**src/rtl/adc_pkg.sv**
```systemverilog
// Shared defaults and FSM encoding for the ADC sample scheduler.
package adc_pkg;

    localparam int unsigned ADC_RES_DEFAULT       = 8;
    localparam int unsigned PERIOD_W_DEFAULT      = 16;
    localparam int unsigned FIFO_DEPTH_DEFAULT    = 8;
    localparam int unsigned TIMEOUT_TICKS_DEFAULT = 255;

    typedef enum logic [1:0] {
        IDLE      = 2'd0,
        WAIT_TICK = 2'd1,
        REQ       = 2'd2,
        ACK       = 2'd3
    } schedState_t;

endpackage

```
**src/rtl/sample_fifo.sv**
```systemverilog
// Synchronous sample buffer with registered read data and registered status flags.
module sample_fifo #(
    parameter int unsigned DATA_W = 8,
    parameter int unsigned DEPTH  = 8
) (
    input  logic                     clk,
    input  logic                     reset,
    input  logic                     wrEn,
    input  logic [DATA_W-1:0]        wrData,
    input  logic                     rdEn,
    output logic [DATA_W-1:0]        rdData,
    output logic                     empty,
    output logic                     full,
    output logic [$clog2(DEPTH):0]   count
);

    localparam int unsigned PTR_W = $clog2(DEPTH);
    localparam int unsigned CNT_W = PTR_W + 1;

    logic [DATA_W-1:0] mem [DEPTH];
    logic [PTR_W-1:0]  wrPtr;
    logic [PTR_W-1:0]  rdPtr;
    logic              doPush;
    logic              doPop;
    logic [CNT_W-1:0]  countNext;

    // A pop frees a slot in the same cycle, so a full buffer can still accept a push.
    always_comb begin
        doPop     = 1'b0;
        doPush    = 1'b0;
        countNext = count;
        doPop     = rdEn && !empty;
        doPush    = wrEn && (!full || doPop);
        if (doPush && !doPop) begin
            countNext = count + CNT_W'(1);
        end else if (doPop && !doPush) begin
            countNext = count - CNT_W'(1);
        end
    end

    always_ff @(posedge clk) begin
        if (doPush) begin
            mem[wrPtr] <= wrData;
        end
    end

    always_ff @(posedge clk or posedge reset) begin
        if (reset) begin
            wrPtr  <= '0;
            rdPtr  <= '0;
            rdData <= '0;
            count  <= '0;
            empty  <= 1'b1;
            full   <= 1'b0;
        end else begin
            if (doPush) begin
                wrPtr <= wrPtr + PTR_W'(1);
            end
            if (doPop) begin
                rdPtr  <= rdPtr + PTR_W'(1);
                rdData <= mem[rdPtr];
            end
            count <= countNext;
            empty <= (countNext == '0);
            full  <= (countNext == CNT_W'(DEPTH));
        end
    end

endmodule

```
**src/rtl/adc_sample_scheduler.sv**
```systemverilog
// Periodic ADC capture scheduler: period timer, request/ack handshake with timeout,
// and a sample buffer with sticky error flags.
module adc_sample_scheduler
    import adc_pkg::*;
#(
    parameter int unsigned ADC_RES       = ADC_RES_DEFAULT,
    parameter int unsigned PERIOD_W      = PERIOD_W_DEFAULT,
    parameter int unsigned FIFO_DEPTH    = FIFO_DEPTH_DEFAULT,
    parameter int unsigned TIMEOUT_TICKS = TIMEOUT_TICKS_DEFAULT
) (
    input  logic                          clk,
    input  logic                          reset,
    input  logic                          enable,
    input  logic [PERIOD_W-1:0]           period,
    output logic                          startCapture,
    input  logic                          conversionComplete,
    input  logic [ADC_RES-1:0]            adcData,
    input  logic                          rdEn,
    output logic [ADC_RES-1:0]            rdData,
    output logic                          empty,
    output logic                          full,
    output logic [$clog2(FIFO_DEPTH):0]   count,
    output logic                          overrun,
    output logic                          missedTick,
    output logic                          timeoutErr,
    input  logic                          clrErr
);

    localparam int unsigned TO_W = $clog2(TIMEOUT_TICKS + 1);

    schedState_t         state;
    logic [PERIOD_W-1:0] timer;
    logic [PERIOD_W-1:0] reloadVal;
    logic [TO_W-1:0]     toCnt;
    logic [1:0]          rstSync;
    logic                rstInt;
    logic                push;
    logic                overrunSet;

    // Asserts immediately with reset, releases two clocks after reset drops.
    always_ff @(posedge clk or posedge reset) begin
        if (reset) begin
            rstSync <= 2'b11;
        end else begin
            rstSync <= {rstSync[0], 1'b0};
        end
    end
    assign rstInt = rstSync[1];

    assign reloadVal  = (period < PERIOD_W'(2)) ? PERIOD_W'(1) : period - PERIOD_W'(1);
    assign push       = (state == REQ) && !conversionComplete;
    assign overrunSet = push && full && !rdEn;

    always_ff @(posedge clk or posedge rstInt) begin
        if (rstInt) begin
            state        <= IDLE;
            startCapture <= 1'b1;
            timer        <= '0;
            toCnt        <= '0;
            overrun      <= 1'b0;
            missedTick   <= 1'b0;
            timeoutErr   <= 1'b0;
        end else begin
            if (clrErr) begin
                overrun    <= 1'b0;
                missedTick <= 1'b0;
                timeoutErr <= 1'b0;
            end
            if (overrunSet) begin
                overrun <= 1'b1;
            end
            // The timer keeps running through the handshake; a tick landing there is lost.
            if (state == REQ || state == ACK) begin
                if (timer == '0) begin
                    timer      <= reloadVal;
                    missedTick <= 1'b1;
                end else begin
                    timer <= timer - PERIOD_W'(1);
                end
            end
            case (state)
                IDLE: begin
                    startCapture <= 1'b1;
                    timer        <= '0;
                    if (enable) begin
                        state <= WAIT_TICK;
                        timer <= reloadVal;
                    end
                end
                WAIT_TICK: begin
                    if (!enable) begin
                        state <= IDLE;
                        timer <= '0;
                    end else if (timer == '0) begin
                        state        <= REQ;
                        startCapture <= 1'b0;
                        timer        <= reloadVal;
                        toCnt        <= '0;
                    end else begin
                        timer <= timer - PERIOD_W'(1);
                    end
                end
                REQ: begin
                    if (!conversionComplete) begin
                        state        <= ACK;
                        startCapture <= 1'b1;
                    end else if (toCnt == TO_W'(TIMEOUT_TICKS - 1)) begin
                        state        <= ACK;
                        startCapture <= 1'b1;
                        timeoutErr   <= 1'b1;
                    end else begin
                        toCnt <= toCnt + TO_W'(1);
                    end
                end
                ACK: begin
                    if (conversionComplete) begin
                        if (enable) begin
                            state <= WAIT_TICK;
                        end else begin
                            state <= IDLE;
                            timer <= '0;
                        end
                    end
                end
            endcase
        end
    end

    sample_fifo #(
        .DATA_W (ADC_RES),
        .DEPTH  (FIFO_DEPTH)
    ) u_fifo (
        .clk    (clk),
        .reset  (rstInt),
        .wrEn   (push),
        .wrData (adcData),
        .rdEn   (rdEn),
        .rdData (rdData),
        .empty  (empty),
        .full   (full),
        .count  (count)
    );

endmodule

```
**config.mk**
```make
export PLATFORM = sky130hd
export DESIGN_NAME = adc_sample_scheduler
export DESIGN_NICKNAME = d
export VERILOG_FILES = /design/src/rtl/adc_pkg.sv /design/src/rtl/sample_fifo.sv /design/src/rtl/adc_sample_scheduler.sv
export SDC_FILE = /design/constraint.sdc
export NUM_CORES = 1
export LEC_CHECK = 0
export ABC_AREA = 1
export CORE_MARGIN = 2
export CORE_UTILIZATION = 44
export DETAILED_ROUTE_END_ITERATION = 10
export PLACE_DENSITY = 0.62
export SLEW_MARGIN = 20
export SYNTH_ARGS = -nofsm -noshare
export SYNTH_HDL_FRONTEND = slang
export SYNTH_SLANG_ARGS = --single-unit
```
**constraint.sdc**
```tcl
create_clock -name clk -period 2.32 [get_ports clk]
set_clock_uncertainty 0.15 [all_clocks]
set_input_delay 0.464 -clock clk [delete_from_list [all_inputs] [get_ports clk]]
set_output_delay 0.464 -clock clk [all_outputs]
set_load 0.02 [all_outputs]
```
## Word level (Yosys, flattened, before mapping)

Memories as Yosys holds them, arrays and structs flattened. A register that Yosys moved wholly into a read port is not among the register bits.
Cells that the tools add are included.

- Logic and storage cells: 98
- Memories: 1
- Register bits after elaboration: 44
- Output and inout bits: 18
- Bits in writable memories: 64
- Input bits: 30

- Reductions and logical operators: 24
- Muxes and demuxes: 39
- Add/subtract/negate cells: 7
- Equal/unequal tests: 13
- Order comparisons: 1

Memories:

| memory | words | width | read ports | clocked after Yosys merged registers in | write ports | line | text |
|---|---|---|---|---|---|---|---|
| u_fifo.mem | 8 | 8 | 1 | 1 | 1 | sample_fifo.sv:20 | `logic [DATA_W-1:0] mem [DEPTH];` |

Operator list:

| kind | number |
|---|---|
| two-way mux 16 bit | 7 |
| one-hot mux 16 bit (3 select lines) | 1 |
| two-way mux 8 bit | 4 |
| subtractor 16 x 1 -> 16 bit (second input constant) | 2 |
| logical NOT 16 bit | 1 |
| < comparator 16 x 2 -> 1 bit (second input constant) | 1 |
| two-way mux 1 bit | 16 |
| one-hot mux 8 bit (2 select lines) | 1 |
| two-way mux 2 bit | 6 |
| inequality test 2 bit (second input constant) | 6 |
| adder 8 x 1 -> 8 bit (second input constant) | 1 |
| == test 8 bit (second input constant) | 1 |
| two-way mux 4 bit | 2 |
| one-hot mux 2 bit (4 select lines) | 1 |
| AND reduction 4 bit | 2 |
| logical AND 1 bit | 7 |
| adder 3 x 1 -> 3 bit (second input constant) | 2 |
| logical NOT 1 bit | 6 |
| AND reduction 5 bit | 1 |
| adder 4 x 1 -> 4 bit (second input constant) | 1 |
| == test 2 bit (second input constant) | 2 |
| == test 4 bit (second input constant) | 1 |
| logical NOT 4 bit | 1 |
| nonzero test 2 bit | 2 |
| other kinds (8) | 9 |

## Longest topological paths before layout

- Depth in word-level cells: 9
- Mapped depth: 13
- Mapped depth without buffers: 13

## Modules after synthesis

A second synthesis with hierarchy kept.

- Cells, all modules: 777
- Area total of the unflattened synthesis: 6,453.7 µm²

By module, submodules not included:

| module | area an instance (µm²) | cells each | seq. area each (µm²) | times used |
|---|---|---|---|---|
| sample_fifo | 3,522.1 | 314 | 2,423.6 | 1 |
| adc_sample_scheduler | 2,931.6 | 463 | 804.5 | 1 |

## Worst setup path after synthesis

Ideal clock, no wire load.

- Kind: input to register
- Start: input port rdEn
- End: memory u_fifo.mem[0][0], enable pin
- Data arrival time: 1,696 ps
- Path buffers: 0
- Library setup time: 383 ps
- Path slack: 90 ps
- Stages: 5
- Data required time: 1,787 ps
- Cell sequence: inv_1 > nor2_4 > o21ai_4 > or2_2 > nor3_1

- Word-level cells in the longest chain between the ends: 5

RTL lines:

| what | line | text |
|---|---|---|
| start, declared | adc_sample_scheduler.sv:18 | `input logic rdEn,` |
| logical AND 1 bit | sample_fifo.sv:32 | `doPop = rdEn && !empty;` |
| logical OR 1 bit | sample_fifo.sv:33 | `doPush = wrEn && (!full \|\| doPop);` |
| logical AND 1 bit | sample_fifo.sv:33 |  |
| two-way mux 1 bit | sample_fifo.sv:42 | `if (doPush) begin` |
| two-way mux 1 bit (implied by the code) | sample_fifo.sv:43 | `mem[wrPtr] <= wrData;` |
| end, declared | sample_fifo.sv:20 |  |

No other way between the ends.

## Worst setup path in the final report

- Start: register u_fifo.empty
- End: output port empty

RTL lines:

| what | line | text |
|---|---|---|
| start, declared | sample_fifo.sv:12 | `output logic empty,` |
| start signal, assigned | sample_fifo.sv:64 | `empty <= (countNext == '0);` |
| end, declared | adc_sample_scheduler.sv:20 | `output logic empty,` |

No word-level cell between the ends.

==> metrics.cfg <==
[grt]
grt_max_degree = 51
grt_pass1_wl_mm = 24.2
grt_pass1_vias = 4852
overflow = 0
grt_usage_pct = 21.6
antenna_found_initial = 0

[critical_path]
path_delay_family = buffers and inverters
critPathMaxStageDelay_ns = 0.61
setup.worst_path.start_class = register
crit_path_end_kind = output port
critPathMaxFanout = 2
critPathSlowestCell = clkdlybuf4s50_1
path_cells = clkdlybuf4s50_1
critPathArrivalTime_ns = 1.57
cp_data_required_time_ns = 1.71
timing.critical_path.buf_inv = 1
worstSetupPathType = register to output port

[routing]
drtAntennaViolNets = 0
drt_iter0_markers = 415
drt-total-wl_mm = 15.0
vias_per_cell = 5.23
drcViolationCount = 0
drt_first_pass_iters = 4
vias = 5037
wire_per_inst_um = 15.6

[synth]
synth_edf_count = 64
yosys-top-cells-area = edfxtp_1 32%, dfrtp_1 20%, nand2_1 8.4%, nor2_1 5.0%, nand3_1 4.8%
ys_seq_elements = 116
ys_warn_count = 0
synth_cell_type_count = 47
synth_nets = 701
async_reset_ff_share_pct = 44.8
synth_top_area_share_pct = 32.0
yosysSeqAreaShare_pct = 53.8
syn-cell-area_sq_um = 6000
synth_area_per_cell_sq_um = 9.05
yosys.area.top_type = edfxtp_1
ys.flop_type = edfxtp_1
netlist_instances = 663

[floorplanning]
die_area_sq_um = 14600
dieWidth_um = 121
start_util_pct = 45.1
die_h_um = 121
core_area_sq_um = 13300
rows = 42
num_io_pins = 48

[cts]
clk_latency_ns = 0.41
cts.sinks = 116
clk_pin_slew_ns = 0.05
cts_buffer_depth = 2
clockRootBuffer = clkbuf_16
htreeDepth = 4
cts_tree = yes
numCtsBuffers = 17

[timing]
hold_ws_ns = 0.152
post-route-min-period_ns = 2.18
tightest_slew_ns = 0.540
setup_violations = 0
fin_setup_tns_ns = 0
fmax_mhz = 458
finalHoldViolCount = 0
slew_violations = 0
rsz0062_at_grt = no
setup_slack_ns = 0.136
period_share_pct = 94.1
relSlewSlack_pct = 64.0

[placement]
dp_cells = 931
gp_congestion = 0.846
dpl-instance-area_sq_um = 7130
dpl_worst_slack_ns = -0.130
numPortBuffers = 47
dp_hpwl_mm = 10.2

[flow_run]
maxCapViolations = 0

[power]
p_leak_nw = 3.37
pwr_density_cell_nw_per_um2 = 1150
total_power_mw = 8.92
ir_drop_v = 0.000581

[cells_and_area]
n_antenna_cell = 0
stdcell_count = 963
fin_util_pct = 58.3
drive_gt1_share_pct = 15.8
fin_area_sq_um = 7760
fin_nets = 812
syn_to_final_growth_pct = 29.2

[worst_hold_path]
hold_class = register to asynchronous set/reset pin

[run_status]
outcome = complete, no violations

-- logic make-up after synthesis --
kind of cell	after synthesis	share of synthesized area, %
simple gates	318	24.1
compound gates	100	10.4
buf+inv	98	6.59
flops	116	53.8
xor+xnor	21	3.19
mux	1	0.250
other cells	1	0.0625
fa+ha+maj	8	1.67
-- cells in the mapped netlist, drive strengths merged, types with 2 or more instances --
cell and instances:
or2 3, clkinv 2, o21bai 2, xnor2 5, a21oi 7, clkbuf 12, o22ai 4, ha 8
nor3 12, nand4 11, nand3 59, nand2 143, nor2 86, o21a 2, dfstp 4, o221ai 16
dfrtp 48, buf 7, edfxtp 64, xor2 16, inv 77, o21ai 55, o211ai 12
-- cell usage in the layout (no fill, tap or decap), drive strengths merged --
master / instances
or2: 3
xor2: 16
buf: 64
inv: 77
dfrtp: 48
nand2: 143
o221ai: 16
o211ai: 12
nand3: 59
o21ai: 55
nor4: 1
ha: 8
conb: 1
nor2: 86
nand4: 11
dfstp: 4
and2: 1
and3: 1
a21oi: 7
o22ai: 4
a21o: 1
nand3b: 1
clkdlybuf4s50: 47
clkinv: 2
nor3: 12
o32ai: 1
xnor2: 5
clkbuf: 31
o21bai: 2
o21a: 2
mux2: 1
edfxtp: 64
bufinv: 1
-- registers in the layout, indices dropped and copies added (netlist names), named ones only --
signal / cells
u_fifo.count: 4
state: 1
startCapture: 1
missedTick: 1
u_fifo.mem: 64
u_fifo.wrPtr: 3
rstSync: 2
u_fifo.full: 1
u_fifo.rdData: 8
timer: 16
u_fifo.empty: 1
timeoutErr: 1
overrun: 1
toCnt: 8
u_fifo.rdPtr: 3
-- where the power goes --
group,total (mW),internal (mW),switching (mW),leakage (nW)
clock network,2.71,1.83,0.878,0.311
logic,3.36,1.31,2.05,1.84
registers,2.85,2.54,0.307,1.22
-- cell type report --
class | instances | area [sq um]
clock inverter | 1 | 30.0
multi-input combinational | 449 | 2380
timing repair buffer | 111 | 1000
tap | 176 | 220
inverter | 79 | 298
clock buffer | 31 | 601
sequential | 116 | 3230
fill | 1119 | 5540
-- routing by layer --
layer	track usage [%]	part of all wire [%]	up-vias	wire length, um
met1	29.2	45	2398	6760
li1	-	-	2457	-
met2	35.0	48	165	7250
met3	5.05	5.6	17	839
met5	0	0	-	0
met4	5.96	1.1	0	167
-- final timing paths --
| kind | startpoint | to | slack (ns) | cells after the start |
|---|---|---|---|---|
| setup / recovery | u_fifo.empty | empty | 0.14 | 1 |
| hold / removal | rstSync[1] | timer[2] | 0.15 | 2 |
| setup reg to reg | timer[0] | toCnt[5] | 0.16 | 13 |
| hold reg to reg | rstSync[1] | timer[2] | 0.15 | 2 |
| max in group asynchronous | rstSync[1] | startCapture | 1.56 | 2 |
| min in group clk | rstSync[0] | rstSync[1] | 0.21 | 0 |
-- repair_timing --
item / 4_1_cts / 5_1_grt
setup endpoints to repair: 0 / 9
hold buffers: 0 / 0
resized for setup: 0 / 1
buffers inserted: 0 / 0
Note: power is estimated with default switching activity, not from simulation.
